`src/rtl/upsample_row_expander_pkg.sv`:
```
// Shared widths and FSM encoding for the 2x nearest-neighbour row upsampler.
package upsample_row_expander_pkg;

  localparam int DEF_PIX_W   = 16;
  localparam int DEF_DATA_R  = 128;
  localparam int DEF_DATA_O  = 256;
  localparam int DEF_DEPTH_R = 11;
  localparam int DEF_ROW_W   = 10;

  typedef enum logic [2:0] {
    IDLE,
    WAIT_ROW,
    PASS0,
    SW0,
    PASS1,
    SW1,
    DONE
  } state_t;

endpackage

```
`src/rtl/upsample_row_expander_if.sv`:
```
// Valid/ready output stream carrying upsampled words plus end-of-frame marker.
interface upsample_row_expander_if #(
  parameter int DATA_O = 256
);
  logic              o_valid;
  logic [DATA_O-1:0] o_data;
  logic              i_ready;
  logic              o_last;

  modport master (output o_valid, output o_data, output o_last, input i_ready);
  modport slave  (input o_valid, input o_data, input o_last, output i_ready);
endinterface

```
`src/rtl/upsample_row_expander_pixel_dup.sv`:
```
// Horizontal 2x pixel duplication: input pixel k lands on output pixels 2k and 2k+1.
module upsample_pixel_dup #(
  parameter int PIX_W  = 16,
  parameter int DATA_R = 128,
  parameter int DATA_O = 256
) (
  input  logic [DATA_R-1:0] i_data,
  output logic [DATA_O-1:0] o_data
);

  localparam int NPIX = DATA_R / PIX_W;

  for (genvar k = 0; k < NPIX; k++) begin : g_pix
    assign o_data[(2*k)*PIX_W   +: PIX_W] = i_data[k*PIX_W +: PIX_W];
    assign o_data[(2*k+1)*PIX_W +: PIX_W] = i_data[k*PIX_W +: PIX_W];
  end

endmodule

```
`src/rtl/upsample_row_expander.sv`:
```
// Reads each buffered row twice from a dual-pointer FIFO and streams it out
// pixel-doubled, giving a 2x vertical and horizontal nearest-neighbour upsample.
module upsample_row_expander
  import upsample_row_expander_pkg::*;
#(
  parameter int PIX_W   = DEF_PIX_W,
  parameter int DATA_R  = DEF_DATA_R,
  parameter int DATA_O  = DEF_DATA_O,
  parameter int DEPTH_R = DEF_DEPTH_R,
  parameter int ROW_W   = DEF_ROW_W
) (
  input  logic                 system_clk,
  input  logic                 rst_n,
  input  logic                 i_start,
  input  logic [DEPTH_R-1:0]   i_row_words,
  input  logic [ROW_W-1:0]     i_row_num,
  output logic                 o_fifo_rden,
  input  logic [DATA_R-1:0]    i_fifo_rddata,
  input  logic                 i_fifo_empty,
  input  logic                 i_fifo_not_ready,
  output logic                 o_change_point,
  output logic [DEPTH_R-1:0]   o_almost_empty_threshold,
  upsample_row_expander_if.master out_if,
  output logic                 o_busy,
  output logic                 o_done
);

  state_t             state_q, state_d;
  logic [DEPTH_R-1:0] word_cnt_q, word_cnt_d;
  logic [DEPTH_R-1:0] row_words_q, row_words_d;
  logic [ROW_W-1:0]   row_cnt_q, row_cnt_d;
  logic [ROW_W-1:0]   row_num_q, row_num_d;
  logic               sw_cnt_q, sw_cnt_d;
  logic               valid_q, valid_d;
  logic               last_q, last_d;
  logic [DATA_O-1:0]  data_q, data_d;
  logic [DATA_O-1:0]  dup_data;
  logic               pop, row_end, frame_end;

  upsample_pixel_dup #(
    .PIX_W (PIX_W),
    .DATA_R(DATA_R),
    .DATA_O(DATA_O)
  ) u_dup (
    .i_data(i_fifo_rddata),
    .o_data(dup_data)
  );

  always_comb begin
    state_d        = state_q;
    word_cnt_d     = word_cnt_q;
    row_words_d    = row_words_q;
    row_cnt_d      = row_cnt_q;
    row_num_d      = row_num_q;
    sw_cnt_d       = sw_cnt_q;
    valid_d        = valid_q;
    last_d         = last_q;
    data_d         = data_q;
    o_change_point = 1'b0;
    o_done         = 1'b0;

    pop       = (state_q == PASS0 || state_q == PASS1) && !i_fifo_empty &&
                (!valid_q || out_if.i_ready);
    row_end   = (word_cnt_q == row_words_q - DEPTH_R'(1));
    frame_end = (row_cnt_q == row_num_q - ROW_W'(1));

    if (valid_q && out_if.i_ready) begin
      valid_d = 1'b0;
      last_d  = 1'b0;
    end
    if (pop) begin
      valid_d    = 1'b1;
      data_d     = dup_data;
      last_d     = (state_q == PASS1) && row_end && frame_end;
      word_cnt_d = row_end ? '0 : word_cnt_q + DEPTH_R'(1);
    end

    unique case (state_q)
      IDLE: begin
        if (i_start) begin
          row_words_d = i_row_words;
          row_num_d   = i_row_num;
          row_cnt_d   = '0;
          word_cnt_d  = '0;
          state_d     = WAIT_ROW;
        end
      end
      WAIT_ROW: if (!i_fifo_not_ready) state_d = PASS0;
      PASS0:    if (pop && row_end) state_d = SW0;
      PASS1:    if (pop && row_end) state_d = SW1;
      // First switch cycle flips the FIFO pointer; second covers RAM read latency.
      SW0: begin
        o_change_point = !sw_cnt_q;
        sw_cnt_d       = !sw_cnt_q;
        if (sw_cnt_q) state_d = PASS1;
      end
      SW1: begin
        o_change_point = !sw_cnt_q;
        sw_cnt_d       = !sw_cnt_q;
        if (sw_cnt_q) begin
          row_cnt_d = row_cnt_q + ROW_W'(1);
          state_d   = frame_end ? DONE : WAIT_ROW;
        end
      end
      DONE: begin
        if (!valid_q) begin
          o_done  = 1'b1;
          state_d = IDLE;
        end
      end
      default: state_d = IDLE;
    endcase
  end

  always_ff @(posedge system_clk or negedge rst_n) begin
    if (!rst_n) begin
      state_q     <= IDLE;
      word_cnt_q  <= '0;
      row_words_q <= '0;
      row_cnt_q   <= '0;
      row_num_q   <= '0;
      sw_cnt_q    <= 1'b0;
      valid_q     <= 1'b0;
      last_q      <= 1'b0;
      data_q      <= '0;
    end else begin
      state_q     <= state_d;
      word_cnt_q  <= word_cnt_d;
      row_words_q <= row_words_d;
      row_cnt_q   <= row_cnt_d;
      row_num_q   <= row_num_d;
      sw_cnt_q    <= sw_cnt_d;
      valid_q     <= valid_d;
      last_q      <= last_d;
      data_q      <= data_d;
    end
  end

  assign o_fifo_rden              = pop;
  assign o_almost_empty_threshold = row_words_q;
  assign o_busy                   = (state_q != IDLE);
  assign out_if.o_valid           = valid_q;
  assign out_if.o_data            = data_q;
  assign out_if.o_last            = last_q;

endmodule

```
`src/flat_wrapper.sv`:
```
// flat-port wrapper written by rule: the top's interface ports become plain ports
module upsample_row_expander_flat import upsample_row_expander_pkg::*;
#(
  parameter int PIX_W   = DEF_PIX_W,
  parameter int DATA_R  = DEF_DATA_R,
  parameter int DATA_O  = DEF_DATA_O,
  parameter int DEPTH_R = DEF_DEPTH_R,
  parameter int ROW_W   = DEF_ROW_W
)
  (system_clk, rst_n, i_start, i_row_words, i_row_num, o_fifo_rden, i_fifo_rddata, i_fifo_empty, i_fifo_not_ready, o_change_point, o_almost_empty_threshold, o_busy, o_done, out_if_o_valid, out_if_o_data, out_if_o_last, out_if_i_ready);
  upsample_row_expander_if #(.DATA_O(DATA_O)) out_if_i ();
  input  logic system_clk;
  input  logic rst_n;
  input  logic i_start;
  input  logic [DEPTH_R-1:0] i_row_words;
  input  logic [ROW_W-1:0] i_row_num;
  output logic o_fifo_rden;
  input  logic [DATA_R-1:0] i_fifo_rddata;
  input  logic i_fifo_empty;
  input  logic i_fifo_not_ready;
  output logic o_change_point;
  output logic [DEPTH_R-1:0] o_almost_empty_threshold;
  output logic o_busy;
  output logic o_done;
  output wire logic [$bits(out_if_i.o_valid)-1:0] out_if_o_valid;
  output wire logic [$bits(out_if_i.o_data)-1:0] out_if_o_data;
  output wire logic [$bits(out_if_i.o_last)-1:0] out_if_o_last;
  input wire logic [$bits(out_if_i.i_ready)-1:0] out_if_i_ready;
  assign out_if_o_valid = out_if_i.o_valid;
  assign out_if_o_data = out_if_i.o_data;
  assign out_if_o_last = out_if_i.o_last;
  assign out_if_i.i_ready = out_if_i_ready;
  upsample_row_expander #(.PIX_W(PIX_W), .DATA_R(DATA_R), .DATA_O(DATA_O), .DEPTH_R(DEPTH_R), .ROW_W(ROW_W)) u_core (.system_clk(system_clk), .rst_n(rst_n), .i_start(i_start), .i_row_words(i_row_words), .i_row_num(i_row_num), .o_fifo_rden(o_fifo_rden), .i_fifo_rddata(i_fifo_rddata), .i_fifo_empty(i_fifo_empty), .i_fifo_not_ready(i_fifo_not_ready), .o_change_point(o_change_point), .o_almost_empty_threshold(o_almost_empty_threshold), .out_if(out_if_i), .o_busy(o_busy), .o_done(o_done));
endmodule
```
`config.mk`:
```
export PLATFORM = sky130hd
export DESIGN_NAME = upsample_row_expander_flat
export DESIGN_NICKNAME = d
export VERILOG_FILES = /design/src/rtl/upsample_row_expander_pkg.sv /design/src/rtl/upsample_row_expander_if.sv /design/src/rtl/upsample_row_expander_pixel_dup.sv /design/src/rtl/upsample_row_expander.sv /design/src/flat_wrapper.sv
export SDC_FILE = /design/constraint.sdc
export NUM_CORES = 1
export LEC_CHECK = 0
export ABC_AREA = 1
export CAP_MARGIN = 5
export CORE_AREA = 2 2 168 170
export CTS_CLUSTER_SIZE = 30
export DETAILED_ROUTE_END_ITERATION = 8
export DIE_AREA = 0 0 170 172
export MAX_ROUTING_LAYER = met4
export PLACE_DENSITY = 0.67
export SETUP_SLACK_MARGIN = 0.3
export SYNTH_ARGS = -nofsm -noshare
export SYNTH_HDL_FRONTEND = slang
export SYNTH_SLANG_ARGS = --single-unit
```
`constraint.sdc`:
```
create_clock -name system_clk -period 4.44 [get_ports system_clk]
set_input_delay 0.444 -clock system_clk [delete_from_list [all_inputs] [get_ports system_clk]]
set_output_delay 0.444 -clock system_clk [all_outputs]
set_load 0.05 [all_outputs]
```
==> impl_metrics.env <==
export IMPL_yosysSeqAreaShare_pct=48.35
export IMPL_synth_largest_area_cell="dfrtp_1"
export IMPL_cts_hold_buffers=0
export IMPL_grt_max_degree=94
export IMPL_start_util_pct=33.15
export IMPL_setup_violations_final=0
export IMPL_cts_made_buffers=17
export IMPL_path_max_fanout=18
export IMPL_ys_flop_type="dfrtp_1"
export IMPL_cts_root_buf="clkbuf_16"
export IMPL_worstSkewPairLatency_ps=440
export IMPL_path_cells="inv_2 -> nand3_2 -> nand2_2 -> nand3_4 -> inv_4 -> clkdlybuf4s50_1"
export IMPL_rsz0062_at_grt="no"
export IMPL_core_area_um2=27480
export IMPL_crit_path_end_kind="primary output"
export IMPL_cp_slowest_cell="clkdlybuf4s50_1"
export IMPL_grt_pass1_wl_mm=43.32
export IMPL_status="completed"
export IMPL_final_nets=1595
export IMPL_antenna_found_initial=1
export IMPL_fp_dieH_um=172
export IMPL_finalHoldViolCount=0
export IMPL_wl_per_cell_um=15.89
export IMPL_timing_final_ws_setup_ps=1496
export IMPL_dieArea_um2=29240
export IMPL_hpwlAfterDp_mm=21.54
export IMPL_synth_common_cells="nand2_1, dfrtp_1, buf_4, inv_1, nor2_1"
export IMPL_relSlewSlack_pct=26.83
export IMPL_synthTopCellsByArea="dfrtp_1, nand2_1, buf_4"
export IMPL_syn_nets=1310
export IMPL_clk_pin_slew_worst_paths_ps=80
export IMPL_postCtsSetupBuffers=0
export IMPL_avgViaCountPerCell=4.509
export IMPL_cts_path_max_buffers=2
export IMPL_slowest_delay_ps=870
export IMPL_gp_congestion=0.8466
export IMPL_synth_edf_count=0
export IMPL_drive_gt1_share_pct=5.314
export IMPL_drt_wl_total_mm=28.54
export IMPL_grt_pass1_vias=7846
export IMPL_io_buffers=427
export IMPL_arrival_ps=2500
export IMPL_avgSynthCellArea_um2=7.914
export IMPL_syn_cell_area_um2=9109
export IMPL_syn_to_final_growth_pct=46.21
export IMPL_maxCapViolCount=0
export IMPL_finalCritPeriodShare_pct=66.30
export IMPL_pre_cts_ws_ps=1662
export IMPL_min_path_type="primary input to async pin"
export IMPL_die_x_um=170
export IMPL_path_class="register to primary output"
export IMPL_n_fill_cell=2641
export IMPL_whs_ps=30.82
export IMPL_ant_nets=0
export IMPL_async_reset_ff_share_pct=100.0
export IMPL_synth_most_common_cell="nand2_1"
export IMPL_overflow=0
export IMPL_worstMarginPinSlew_ps=1096
export IMPL_slew_viol_final=0
export IMPL_grt_total_usage_pct=19.71
export IMPL_tns_ps=0
export IMPL_firstDrtPassIters=6
export IMPL_start_kind="register"
export IMPL_h_tree_depth=4
export IMPL_cp_required_ps=4000
export IMPL_ys_types=37
export IMPL_reg2reg_depth=13
export IMPL_cts_resized=0
export IMPL_syn_inst=1151
export IMPL_final_setup_skew_ps=15.87
export IMPL_io_pins=428
export IMPL_drc=0
export IMPL_ys_ff_latch=176
export IMPL_cts_tree="built"
export IMPL_drtIter0Drc=665
export IMPL_cts_sinks=176
export IMPL_min_period_ps=2944
export IMPL_netlist_area_leader_share_pct=48.35
export IMPL_route_vias_total=8099
export IMPL_yosys_warnings=0
export IMPL_rows=61
export IMPL_fmax_ghz=0.3397
[per-stage QoR]
step,utilization (%),std cells,instance area [um^2]
detailed placement,46.24,1763,12710
global route,48.47,1796,13320
CTS,48.46,1795,13320
floorplan,-,1151,9109
global placement,46.24,1763,12710
finish,48.47,1796,13320
[metal layers]
| metal | share of wire, % | global-route usage, % | vias up |
|---|---|---|---|
| met5 | 0 | - | - |
| met3 | 6.7 | 4.921 | 30 |
| li1 | - | - | 3985 |
| met2 | 49 | 31.50 | 301 |
| met1 | 43 | 24.94 | 3783 |
| met4 | 1.7 | 5.723 | 0 |
[state kept, by name, summed over array words and instances (netlist names)]
| register | flops |
|---|---|
| u_core.o_almost_empty_threshold | 11 |
| u_core.out_if.o_last | 1 |
| u_core.row_num_q | 10 |
| u_core.state_q | 3 |
| u_core.word_cnt_q | 11 |
| u_core.row_cnt_q | 10 |
| u_core.out_if.o_valid | 1 |
| u_core.out_if.o_data | 128 |
| u_core.sw_cnt_q | 1 |
[area by class of cell]
| class | count | area [um^2] | area share (%) |
|---|---|---|---|
| clock inverter | 14 | 170.2 | 1.278 |
| clock buffer | 18 | 439.2 | 3.298 |
| multi-input combinational | 750 | 3319 | 24.92 |
| antenna | 1 | 2.502 | 0.01879 |
| tap | 346 | 432.9 | 3.251 |
| timing repair buffer | 432 | 4325 | 32.48 |
| inverter | 59 | 224.0 | 1.682 |
| sequential | 176 | 4404 | 33.07 |
[layout by cell type (no fill, tap or decap), drive strengths merged, types with 2 or more instances in the layout]
master / count
nand2: 545
clkdlybuf4s50: 426
dfrtp: 176
inv: 64
nor2: 56
nand3: 50
o21ai: 24
nor3: 19
clkbuf: 18
xnor2: 13
xor2: 12
a21oi: 11
clkinv: 9
nand4: 6
buf: 6
ha: 4
o211ai: 2
nor4: 2
[worst max-delay path, delay by kind of cell (launching register included)]
kind                   cells  cell delay, ps
flip-flops                 1             450
AND/OR/NAND/NOR            3             470
buffers and inverters      3            1140
[path summary, 6_finish.rpt]
path / from / endpoint / slack (ps)
min in group system_clk: u_core.row_cnt_q[9] / u_core.row_cnt_q[9] / 500
worst max-delay path: u_core.state_q[2] / o_fifo_rden / 1500
worst min-delay path: rst_n / u_core.o_almost_empty_threshold[9] / 30
max in group asynchronous: rst_n / u_core.out_if.o_data[209] / 3430
worst min register to register: u_core.row_cnt_q[9] / u_core.row_cnt_q[9] / 500
worst max register to register: u_core.state_q[2] / u_core.state_q[1] / 2050
[logic make-up (layout without fill, tap and decap cells)]
kind of cell	after synthesis	count (layout)	share of synthesized area (%)
AO/OA/AOI/OAI	40	40	2.349
XOR/XNOR	25	25	2.404
adder cells (fa/ha/maj)	4	4	0.5495
buffers and inverters	225	523	15.21
flip-flops	176	176	48.35
multiplexers	1	1	0.1099
other	0	1	0
AND/OR/NAND/NOR	680	680	31.03
Power is left out: the tool's default activity adds up to more than one toggle a clock period on the data nets, which glitch-free logic cannot reach.
